**src/rtl/spi_flash_rd_ctrl.sv**
```systemverilog
// Sequencer for the byte-wide SPI master that performs READ (opcode + 24-bit address + data) from serial NOR flash.
// The controller owns the flash chip select and holds it low across the whole multi-byte transaction.
module spi_flash_rd_ctrl #(
    parameter logic [7:0]  CMD_READ  = 8'h03,
    parameter bit          WAKE_EN   = 1'b1,
    parameter logic [7:0]  WAKE_CMD  = 8'hAB,
    parameter int unsigned WAKE_WAIT = 40,
    parameter int unsigned CS_GAP    = 2
) (
    input  logic        clk,
    input  logic        rst_n,
    input  logic        req_valid,
    output logic        req_ready,
    input  logic [23:0] req_addr,
    input  logic [15:0] req_len,
    output logic [7:0]  rd_data,
    output logic        rd_valid,
    output logic        done,
    output logic        busy,
    output logic        flash_cs_n,
    output logic        spi_start,
    output logic [7:0]  spi_din,
    input  logic        spi_busy,
    input  logic        spi_done,
    input  logic [7:0]  spi_dout,
    output logic        spi_cpol,
    output logic        spi_cpha,
    output logic        spi_msbfirst
);

    typedef enum logic [3:0] {
        ST_WAKE, ST_WAKE_WAIT, ST_IDLE, ST_CMD, ST_A2, ST_A1, ST_A0, ST_DATA, ST_GAP
    } state_t;

    // Sub-phases of every byte state: drop CS, issue start, wait for done, capture the result.
    typedef enum logic [1:0] {PH_CS, PH_ISSUE, PH_WAIT, PH_CAP} phase_t;

    localparam state_t      RESET_STATE = WAKE_EN ? ST_WAKE : ST_IDLE;
    localparam logic [15:0] WAKE_LOAD   = 16'(WAKE_WAIT - 1);
    localparam logic [15:0] GAP_LOAD    = 16'(CS_GAP - 1);

    state_t      state_r, state_s;
    phase_t      phase_r, phase_s;
    logic [23:0] addr_r, addr_s;
    logic [15:0] remain_r, remain_s;
    logic [15:0] wait_r, wait_s;
    logic        cs_n_r, cs_n_s;
    logic        start_r, start_s;
    logic [7:0]  din_r, din_s;
    logic [7:0]  rd_data_r, rd_data_s;
    logic        rd_valid_r, rd_valid_s;
    logic        done_r, done_s;
    logic        busy_r, busy_s;
    logic        ready_r, ready_s;

    function automatic logic [7:0] tx_byte(input state_t st, input logic [23:0] addr);
        case (st)
            ST_WAKE: tx_byte = WAKE_CMD;
            ST_CMD:  tx_byte = CMD_READ;
            ST_A2:   tx_byte = addr[23:16];
            ST_A1:   tx_byte = addr[15:8];
            ST_A0:   tx_byte = addr[7:0];
            default: tx_byte = 8'h00;
        endcase
    endfunction

    function automatic state_t header_next(input state_t st);
        case (st)
            ST_CMD:  header_next = ST_A2;
            ST_A2:   header_next = ST_A1;
            ST_A1:   header_next = ST_A0;
            default: header_next = ST_DATA;
        endcase
    endfunction

    // Next-state and next-output logic; all outputs are registered from these values.
    always_comb begin
        state_s    = state_r;
        phase_s    = phase_r;
        addr_s     = addr_r;
        remain_s   = remain_r;
        wait_s     = wait_r;
        cs_n_s     = cs_n_r;
        start_s    = 1'b0;
        din_s      = din_r;
        rd_data_s  = rd_data_r;
        rd_valid_s = 1'b0;
        done_s     = 1'b0;
        case (state_r)
            ST_WAKE_WAIT, ST_GAP: begin
                if (wait_r == 16'd0) begin
                    state_s = ST_IDLE;
                end else begin
                    wait_s = wait_r - 16'd1;
                end
            end
            ST_IDLE: begin
                if (req_valid && ready_r) begin
                    addr_s   = req_addr;
                    remain_s = req_len;
                    if (req_len == 16'd0) begin
                        done_s = 1'b1;
                    end else begin
                        cs_n_s  = 1'b0;
                        state_s = ST_CMD;
                        phase_s = PH_ISSUE;
                    end
                end else begin
                    state_s = ST_IDLE;
                end
            end
            default: begin
                case (phase_r)
                    PH_CS: begin
                        cs_n_s  = 1'b0;
                        phase_s = PH_ISSUE;
                    end
                    PH_ISSUE: begin
                        if (!spi_busy) begin
                            start_s = 1'b1;
                            din_s   = tx_byte(state_r, addr_r);
                            phase_s = PH_WAIT;
                        end else begin
                            phase_s = PH_ISSUE;
                        end
                    end
                    PH_WAIT: begin
                        if (spi_done) begin
                            phase_s = PH_CAP;
                        end else begin
                            phase_s = PH_WAIT;
                        end
                    end
                    PH_CAP: begin
                        // spi_dout is valid here: the master loaded it on the done edge.
                        phase_s = PH_ISSUE;
                        if (state_r == ST_WAKE) begin
                            cs_n_s  = 1'b1;
                            state_s = ST_WAKE_WAIT;
                            wait_s  = WAKE_LOAD;
                        end else if (state_r == ST_DATA) begin
                            rd_data_s  = spi_dout;
                            rd_valid_s = 1'b1;
                            remain_s   = remain_r - 16'd1;
                            if (remain_r == 16'd1) begin
                                cs_n_s  = 1'b1;
                                done_s  = 1'b1;
                                state_s = ST_GAP;
                                wait_s  = GAP_LOAD;
                            end else begin
                                state_s = ST_DATA;
                            end
                        end else begin
                            state_s = header_next(state_r);
                        end
                    end
                    default: phase_s = PH_ISSUE;
                endcase
            end
        endcase
        busy_s  = (state_s != ST_IDLE);
        ready_s = (state_s == ST_IDLE);
    end

    // State and output registers; reset abandons any transfer in flight.
    always_ff @(posedge clk or negedge rst_n) begin
        if (!rst_n) begin
            state_r    <= RESET_STATE;
            phase_r    <= PH_CS;
            addr_r     <= 24'd0;
            remain_r   <= 16'd0;
            wait_r     <= 16'd0;
            cs_n_r     <= 1'b1;
            start_r    <= 1'b0;
            din_r      <= 8'h00;
            rd_data_r  <= 8'h00;
            rd_valid_r <= 1'b0;
            done_r     <= 1'b0;
            busy_r     <= WAKE_EN ? 1'b1 : 1'b0;
            ready_r    <= WAKE_EN ? 1'b0 : 1'b1;
        end else begin
            state_r    <= state_s;
            phase_r    <= phase_s;
            addr_r     <= addr_s;
            remain_r   <= remain_s;
            wait_r     <= wait_s;
            cs_n_r     <= cs_n_s;
            start_r    <= start_s;
            din_r      <= din_s;
            rd_data_r  <= rd_data_s;
            rd_valid_r <= rd_valid_s;
            done_r     <= done_s;
            busy_r     <= busy_s;
            ready_r    <= ready_s;
        end
    end

    assign req_ready    = ready_r;
    assign rd_data      = rd_data_r;
    assign rd_valid     = rd_valid_r;
    assign done         = done_r;
    assign busy         = busy_r;
    assign flash_cs_n   = cs_n_r;
    assign spi_start    = start_r;
    assign spi_din      = din_r;
    assign spi_cpol     = 1'b0;
    assign spi_cpha     = 1'b0;
    assign spi_msbfirst = 1'b1;

endmodule

```
**config.mk**
```make
export PLATFORM = sky130hd
export DESIGN_NAME = spi_flash_rd_ctrl
export DESIGN_NICKNAME = d
export VERILOG_FILES = /design/src/rtl/spi_flash_rd_ctrl.sv
export SDC_FILE = /design/constraint.sdc
export NUM_CORES = 1
export LEC_CHECK = 0
export ABC_AREA = 1
export CAP_MARGIN = 25
export CORE_MARGIN = 2
export CORE_UTILIZATION = 58
export DETAILED_ROUTE_END_ITERATION = 7
export GPL_TIMING_DRIVEN = 0
export PLACE_DENSITY = 0.89
export SYNTH_ARGS = -nofsm -noshare
export SYNTH_HDL_FRONTEND = slang
export SYNTH_SLANG_ARGS = --single-unit
```
**constraint.sdc**
```tcl
create_clock -name clk -period 3 [get_ports clk]
set_clock_uncertainty 0.1 [all_clocks]
set_input_delay 0.45 -clock clk [delete_from_list [all_inputs] [get_ports clk]]
set_output_delay 0.45 -clock clk [all_outputs]
set_load 0.05 [all_outputs]
```
==> results of run 1 <==
[synthesized netlist by cell type, drive strengths merged]
master and count:
nand2 252, nor2 94, dfrtp 82, inv 66
o21ai 49, nand3 47, buf 15, a21oi 12
ha 8, xor2 7, xnor2 5, clkbuf 4
nand4 4, o211ai 4, nor3 3, o221ai 3
a31oi 2, conb 2, dfstp 2, o2111ai 2
o22ai 2, o31ai 2, a22o 1, clkinv 1
[metal layers]
| layer | GRT usage [%] | vias to the layer above |
|---|---|---|
| met5 | 0 | - |
| met1 | 36.2 | 2217 |
| met4 | 13.7 | 0 |
| met2 | 47.4 | 225 |
| li1 | - | 2273 |
| met3 | 5.45 | 35 |
[metrics by stage]
step,std cells,setup slack (ps),hold slack [ps]
after global placement,848,-1570,354
after CTS,866,748,371
after floorplan,670,1260,54.4
after global routing,866,724,399
final,866,763,368
after detailed placement,849,884,340
[final cells by class]
type,instances,area [µm²]
clock buffers,10,138
multi-input cells,500,2380
inverters,67,254
clock inverters,6,78.8
flip-flops and latches,84,2100
fillers,609,2200
repair buffers,75,766
well taps,105,131
plain buffers,19,130
[registers in the layout (all words and copies together) (netlist names), 2 cells and up]
name / count
phase_r: 2
state_r: 4
wait_r: 16
remain_r: 16
rd_data: 8
addr_r: 24
spi_din: 8
[layout by cell type, fill, tap and decap left out, types with 5 or more instances in the layout]
master	count
dfrtp_1	82
inv_2	8
xnor2_1	5
ha_1	8
buf_2	5
clkdlybuf4s50_1	72
inv_1	57
o21ai_0	46
clkbuf_8	10
nand2_1	235
a21oi_1	12
nand2_2	11
nand2_4	6
xor2_1	7
nor2_1	86
nand3_1	42
[power by group]
group	total [mW]	switching [mW]	internal [mW]	leakage, nW
Clock	0.881	0.456	0.425	0.111
Sequential	1.96	0.359	1.60	1.04
Combinational	3.38	2.24	1.14	1.87
[cell families after synthesis]
logic type	count (synthesis)
AND/OR/NAND/NOR	400
buffers and inverters	86
flip-flops	84
AO/OA/AOI/OAI	77
XOR/XNOR	12
adder cells (fa/ha/maj)	8
other	2
[how the worst min path moves through the flow]
stage,start,cells past startpoint,endpoint,slack [ps]
floorplan,rst_n,0,addr_r[0]$_DFFE_PN0P_,50
global placement,addr_r[20]$_DFFE_PN0P_,2,addr_r[20]$_DFFE_PN0P_,350
detailed placement,rst_n,1,remain_r[5]$_DFFE_PN0P_,340
CTS,flash_cs_n$_DFFE_PN1P_,2,flash_cs_n$_DFFE_PN1P_,370
global route,flash_cs_n$_DFFE_PN1P_,2,flash_cs_n$_DFFE_PN1P_,400
finish,flash_cs_n$_DFFE_PN1P_,2,flash_cs_n$_DFFE_PN1P_,370
[worst reg2reg max path, cell delays in order, from the launching register on]
cell	delay [ps]
dfrtp_1	420
inv_1	130
ha_1	300
inv_1	60
nor2_1	250
nand3_1	120
nand2_1	110
nand2_4	110
nand2_4	120
buf_8	160
nand2_1	60
nand2_1	50
==> reports/metrics.yaml, run 1 <==
status: "finished clean"
fin_crit_ps: 2240
grt_pass1_vias: 4591
num_io_pins: 78
wl_met1_um: 5020
critPathMaxFanout: 2
io_buffer_count: 73
critPathSlowestCell: "clkdlybuf4s50_1"
dr.pass1.iters: 5
fin_area_um2: 5980
layout-drive-gt1-share_pct: 9.59
top_layer: "met4"
htree_levels: 3
ctsHoldBuffers: 1
r2r_slack_ps: 950
clock_latency_ps: 370
fmax_mhz: 447
dieArea_um2: 9130
worstRegToRegCells: 11
dieHeight_um: 95.5
syn_avg_cell_area_um2: 7.27
start_kind: "register"
maxCapViolCount: 0
routed_wl_um: 12200
num_rows: 33
path_class: "reg2out"
critical_path_depth: 1
cts_tree: "yes"
num_vias: 4750
synth_area_um2: 4860
grtUsageTotal_pct: 28.7
place_area_um2: 5750
synthTopCellsByArea: "dfrtp_1 42%, nand2_1 18%, nor2_1 6.6%"
min_path_type: "reg2reg"
postRouteAntennaNets: 0
fin_crit_sh_pct: 74.6
crit_chain: "clkdlybuf4s50_1"
rr_startpoint: "wait_r[0]$_DFFE_PN0P_"
gp_congestion: 0.953
ys_warn_count: 0
grt_overflow: 0
worstReg2RegEnd: "wait_r[5]$_DFFE_PN0P_"
max_slew_margin_pct: 58.6
clk_pin_slew_worst_paths_ps: 90
critPathTopFamily: "buffers and inverters"
ys_ff_latch: 84
required_ps: 2450
final_hold_viol_count: 0
cts_root_buffer: "clkbuf_8"
critPathMaxStageDelay_ps: 790
ys_seq_area_share_pct: 43.3
route.met3.wl_um: 953
antenna_found_initial: 0
drc_errors: 0
crit_end: "flash_cs_n"
synth_cell_types: 39
drt_iter0_drc: 536
fin_tns_setup_ps: 0
fin_nets: 817
slew_viol_final: 0
wl_met2_um: 5860
synth_xor_area_share_pct: 2.16
areaGrowthSynthToFinish_pct: 23.0
path_buf_inv: 1
synth_top_area_share_pct: 42.2
ir_drop_mv: 0.571
synth_compound_area_share_pct: 8.88
die_x_um: 95.5
cp-startpoint: "flash_cs_n$_DFFE_PN1P_"
endpoint_kind: "output port"
cts_resized: 0
wl_per_cell_um: 14.1
cts_setup_buffers: 0
muxShareOfSynthArea_pct: 0
tightestPinTransition_ps: 621
powerDensity_nw_per_um2: 1040
postLayoutCoreUtil_pct: 73.1
synth_cells: 669
synth.largest_area_cell: "dfrtp_1"
cts_buffers: 9
grt_pass1_wl_um: 20400
synth_top_family_by_area: "simple AND/OR/NAND/NOR gates"
synth_simple_gate_area_share_pct: 35.5
cts_sinks: 84
power_leakage_nw: 3.01
rsz0062_at_grt: "false"
grt_max_degree: 51
fin_total_pwr_mw: 6.23
synth-adder-area-share_pct: 2.06
initial_core_util_pct: 59.5
crit_arrival_ps: 1690
clockBufferDepth: 2
finalSetupViolations: 0
via_per_inst: 5.48
dpl.hpwl_um: 8800
coreArea_um2: 8180
diodes: 0
Power figures use the tool's default switching activity.
==> run 2: changes to the inputs <==
CORE_UTILIZATION = 49   (was 58)
PLACE_DENSITY = 0.8   (was 0.89)
clock period = 1.86 ns   (was 3 ns; I/O delays follow)
==> reports/metrics.yaml, run 2 (synthesis results as in run 1) <==
dpl.hpwl_um: 8900
fin_nets: 828
start_kind: "register"
diodes: 0
num_rows: 36
num_vias: 4654
routed_wl_um: 12400
critPathSlowestCell: "dfstp_2"
critPathTopFamily: "flip-flops"
coreArea_um2: 9680
grt_overflow: 0
gp_congestion: 0.923
via_per_inst: 5.14
crit_chain: "dlygate4sd2_1"
slew_viol_final: 0
placed_cells: 877
maxCapViolCount: 0
fin_crit_ps: 1810
worstRegToRegCells: 10
clockBufferDepth: 2
path_class: "reg2out"
rr_startpoint: "wait_r[0]$_DFFE_PN0P_"
drc_errors: 0
regMostFlops: "addr_r"
final_cell_mix: "234 x nand2_1, 80 x dfrtp_1, 75 x nor2_1"
clock_latency_ps: 380
post-place-ws_ps: -165
multi_input_area_um2: 2470
critPathMaxFanout: 2
initial_core_util_pct: 50.2
cp-startpoint: "flash_cs_n$_DFFE_PN1P_"
required_ps: 1480
critPathMaxStageDelay_ps: 530
r2r_slack_ps: 80
status: "finished clean"
layout-drive-gt1-share_pct: 12.8
clk_pin_slew_worst_paths_ps: 90
num_io_pins: 78
crit_arrival_ps: 1430
fin_crit_sh_pct: 97.2
largest_reg_flops: 24
reg_top3: "addr_r: 24 flops, remain_r: 16 flops, wait_r: 16 flops"
grtUsageTotal_pct: 23.7
grt_max_degree: 58
final_hold_viol_count: 0
grt_pass1_vias: 4556
tightestPinTransition_ps: 676
finalSetupViolations: 0
final_common_cell: "nand2_1"
drt_iter0_drc: 301
io_buffer_count: 73
worst_slack_ps: 51.8
fin_tns_setup_ps: 0
fillers: 826
min_path_type: "in2async"
antenna_found_initial: 0
areaGrowthSynthToFinish_pct: 25.8
path_buf_inv: 1
worstReg2RegEnd: "req_ready$_DFF_PN0_"
wl_per_cell_um: 13.7
cts_tree: "yes"
grt_pass1_wl_um: 20900
cts_root_buffer: "clkbuf_8"
dr.pass1.iters: 5
max_slew_margin_pct: 54.9
postRouteAntennaNets: 0
cts_buffers: 9
fin_cells: 905
htree_levels: 3
powerDensity_nw_per_um2: 1630
dieHeight_um: 104
die_x_um: 104
fmax_mhz: 553
cts_sinks: 84
ir_drop_mv: 0.907
dieArea_um2: 10700
power_leakage_nw: 3.10
seq_area_um2: 2110
endpoint_kind: "output port"
==> run 2: cell count changes in the layout (fill, tap and decap cells not counted), moves of 4 or more <==
cell / delta
buf_4: +9
clkdlybuf4s50_1: -22
dlygate4sd2_1: +22
nor2_1: -11
nor2_2: +8
nor2_4: +4
==> run 2: final cells by class <==
cell class                 count  area share [%]
multi-input combinational    502            40.4
sequential                    84            34.4
timing repair buffer          84            13.2
inverter                      67            4.15
tap                          133            2.72
clock buffer                  11            2.31
buffer                        19            2.17
clock inverter                 5           0.614
==> run 2: worst max path at each step <==
stage | end | slack, ps | cells after the start
6_report | flash_cs_n | 50 | 1
5_1_grt | req_ready$_DFF_PN0_ | -7 | 10
4_1_cts | wait_r[5]$_DFFE_PN0P_ | 20 | 11
3_5_place_dp | wait_r[5]$_DFFE_PN0P_ | -170 | 11
3_3_place_gp | wait_r[13]$_DFFE_PN0P_ | -2570 | 1
2_1_floorplan | wait_r[8]$_DFFE_PN0P_ | 120 | 11
==> run 2: what timing repair did <==
action                                  in CTS  in global routing
buffers inserted                             0                  9
hold endpoints to repair                    26                  0
hold buffers                                 1                  0
gates resized for setup                     27                 20
pin swaps                                    0                  6
cloned                                       0                  2
endpoints found under the setup margin      40                 36
==> run 2: where the power goes <==
| part | switching, mW | total, mW | leakage (nW) | internal (mW) |
|---|---|---|---|---|
| Clock | 0.722 | 1.25 | 0.0859 | 0.527 |
| Sequential | 0.584 | 3.17 | 1.03 | 2.59 |
| Combinational | 3.67 | 5.55 | 1.98 | 1.88 |
| Total | 4.97 | 9.97 | 3.10 | 5.00 |
==> run 2: layer usage <==
metal	GRT usage (%)	wire [µm]	vias up
li1	-	-	2303
met2	39.1	5900	175
met5	0	0	-
met3	3.27	792	18
met4	8.69	238	0
met1	32.0	5450	2158
==> run 2: through the flow <==
| step | power, mW | util (%) | hold WS [ps] | instance area [µm²] |
|---|---|---|---|---|
| 2_1_floorplan | 7.04 | - | -117 | 4860 |
| 5_1_grt | 10.8 | 63.2 | 318 | 6120 |
| 3_3_place_gp | 8.31 | 59.5 | 354 | 5760 |
| 6_report | 9.97 | 63.2 | 269 | 6120 |
| 4_1_cts | 9.66 | 61.7 | 283 | 5970 |
| 3_5_place_dp | 8.48 | 59.8 | 140 | 5790 |
==> run 3: changes to the inputs <==
ABC_AREA = default   (was 1)
CORE_UTILIZATION = 48   (was 49)
PLACE_DENSITY = 0.79   (was 0.8)
==> reports/metrics.yaml, run 3 <==
synth.largest_area_cell: "dfrtp_1"
routed_wl_um: 13500
grt_overflow: 0
grt_max_degree: 67
die_x_um: 101
grtUsageTotal_pct: 26.4
slew_viol_final: 0
fin_area_um2: 6390
wl_met1_um: 5360
final_hold_viol_count: 0
synth_top_family_by_area: "simple AND/OR/NAND/NOR gates"
drt_iter0_drc: 326
fin_crit_ps: 2360
io_buffer_count: 74
fmax_mhz: 423
dpl.hpwl_um: 8370
worst_slack_ps: -504
gp_congestion: 0.924
cts_buffers: 9
diodes: 0
crit_arrival_ps: 2520
dieHeight_um: 101
cts_tree: "yes"
placed_cells: 687
fin_tns_setup_ps: -9970
layout-drive-gt1-share_pct: 27.2
dieArea_um2: 10200
ys_warn_count: 0
final_cell_mix: "96 x nand2_1, 77 x dfrtp_1, 51 x clkdlybuf4s50_1"
syn_avg_cell_area_um2: 9.01
postLayoutCoreUtil_pct: 69.9
ys_ff_latch: 84
antenna_found_initial: 0
htree_levels: 3
violations: "negative setup slack"
rsz0062_at_grt: "true"
clock_latency_ps: 370
synth_cells: 500
critPathMaxFanout: 5
clockBufferDepth: 2
start_kind: "register"
path_class: "reg2reg"
required_ps: 2010
fin_crit_sh_pct: 127
synth_top_area_share_pct: 45.6
cts_sinks: 84
drc_errors: 0
place_area_um2: 5460
finalSetupViolations: 50
areaGrowthSynthToFinish_pct: 42.0
synth-adder-area-share_pct: 2.45
async_flop_share_pct: 100
initial_core_util_pct: 49.2
largest_reg_flops: 24
grt_pass1_wl_um: 21100
num_io_pins: 78
post-place-ws_ps: -858
top_layer: "met4"
ys_seq_area_share_pct: 46.7
regMostFlops: "addr_r"
synth_xor_area_share_pct: 2.72
synth_simple_gate_area_share_pct: 23.7
synthTopCellsByArea: "dfrtp_1 46%, nand2_1 8.5%, o21ai_0 4.8%"
tightestPinTransition_ps: 526
synth_common_cells: "102 x nand2_1, 82 x dfrtp_1, 49 x nor2_1, 43 x o21ai_0, 29 x a21oi_1"
muxShareOfSynthArea_pct: 2.92
max_slew_margin_pct: 64.6
route.met3.wl_um: 917
reg_top3: "addr_r: 24 flops, remain_r: 16 flops, wait_r: 16 flops"
fillers: 683
synth_area_um2: 4500
postRouteAntennaNets: 0
maxCapViolCount: 0
wl_met2_um: 6700
num_vias: 4424
fin_cells: 751
num_rows: 35
synth_edf_count: 0
r2r_slack_ps: -500
powerDensity_nw_per_um2: 1620
via_per_inst: 5.89
dr.pass1.iters: 5
power_leakage_nw: 2.83
status: "finished, violations left"
wl_per_cell_um: 18.0
synth_compound_area_share_pct: 17.2
synth_flop_cell: "dfrtp_1"
coreArea_um2: 9150
synth_cell_types: 65
synth_most_common_cell: "nand2_1"
min_path_type: "in2async"
fin_nets: 697
ir_drop_mv: 1.04
final_common_cell: "nand2_1"
endpoint_kind: "register"
clk_pin_slew_worst_paths_ps: 90
grt_pass1_vias: 4445
cts_root_buffer: "clkbuf_8"
==> run 3: cell types whose count changed after synthesis, moves of 10 or more <==
| cell | before | now |
|---|---|---|
| nor2_1 | 86 | 49 |
| nand2_2 | 11 | 0 |
| nor4_1 | 0 | 10 |
| a21oi_1 | 12 | 29 |
| nand3_1 | 42 | 8 |
| nand2_1 | 235 | 102 |
| inv_1 | 57 | 13 |
==> run 3: cell type report <==
cell class                 count  area (µm²)  area share [%]
buffer                        26         218            3.40
timing repair buffer         126        1160            18.2
clock buffer                  10         138            2.15
inverter                      13        48.8           0.763
sequential                    84        2110            33.0
multi-input combinational    376        2520            39.4
tap                          111         139            2.17
clock inverter                 5        61.3           0.959
==> run 3: metrics by stage <==
stage | hold slack, ps | total power [mW]
after floorplan | -117 | 6.33
after global placement | 352 | 7.45
after detailed placement | 79.3 | 7.66
after CTS | 244 | 9.53
after global routing | 249 | 11.0
final | 237 | 10.4
==> run 3: per-layer routing <==
| layer | track usage, % | vias up |
|---|---|---|
| li1 | - | 2014 |
| met1 | 32.0 | 2141 |
| met2 | 45.2 | 220 |
| met3 | 4.92 | 49 |
| met4 | 12.5 | 0 |
| met5 | 0 | - |
==> run 3: cells by family (layout without fill, tap and decap cells) <==
kind of cell / Yosys count / after routing
multiplexers: 12 / 12
other: 2 / 3
buffers and inverters: 41 / 180
AND/OR/NAND/NOR: 216 / 216
adder cells (fa/ha/maj): 9 / 9
XOR/XNOR: 14 / 14
AO/OA/AOI/OAI: 122 / 122
flip-flops: 84 / 84
==> run 3: path summary, 6_finish.rpt <==
| path | start | to | cells past startpoint |
|---|---|---|---|
| worst max-delay path | remain_r[3]$_DFFE_PN0P_ | remain_r[10]$_DFFE_PN0P_ | 8 |
| worst min-delay path | rst_n | addr_r[18]$_DFFE_PN0P_ | 2 |
| worst max register to register | remain_r[3]$_DFFE_PN0P_ | remain_r[10]$_DFFE_PN0P_ | 8 |
| worst min register to register | spi_din[5]$_DFFE_PN0P_ | spi_din[5]$_DFFE_PN0P_ | 2 |
| max in group asynchronous | rst_n | flash_cs_n$_DFFE_PN1P_ | 3 |
| min in group clk | req_addr[18] | addr_r[18]$_DFFE_PN0P_ | 3 |
==> run 3: timing repair <==
item / 4_1_cts / 5_1_grt
hold endpoints to repair: 18 / 0
buffers inserted: 25 / 25
cloned: 1 / 0
gates resized for setup: 87 / 53
pin swaps: 14 / 19
setup endpoints to repair: 97 / 77
hold buffers: 1 / 0
==> run 3: where the power goes <==
| group | total, mW | internal, mW | switching (mW) |
|---|---|---|---|
| Combinational | 5.72 | 2.38 | 3.34 |
| Clock | 1.35 | 0.654 | 0.691 |
| Sequential | 3.29 | 2.63 | 0.661 |
==> run 3: worst max-delay path: stages, from the launching register on <==
cell	delay (ps)
dfrtp_1	390
or4_4	570
nor2_4	150
buf_6	110
buf_6	120
nand2_8	80
nor4_1	420
o21ai_0	160
o2bb2ai_1	150
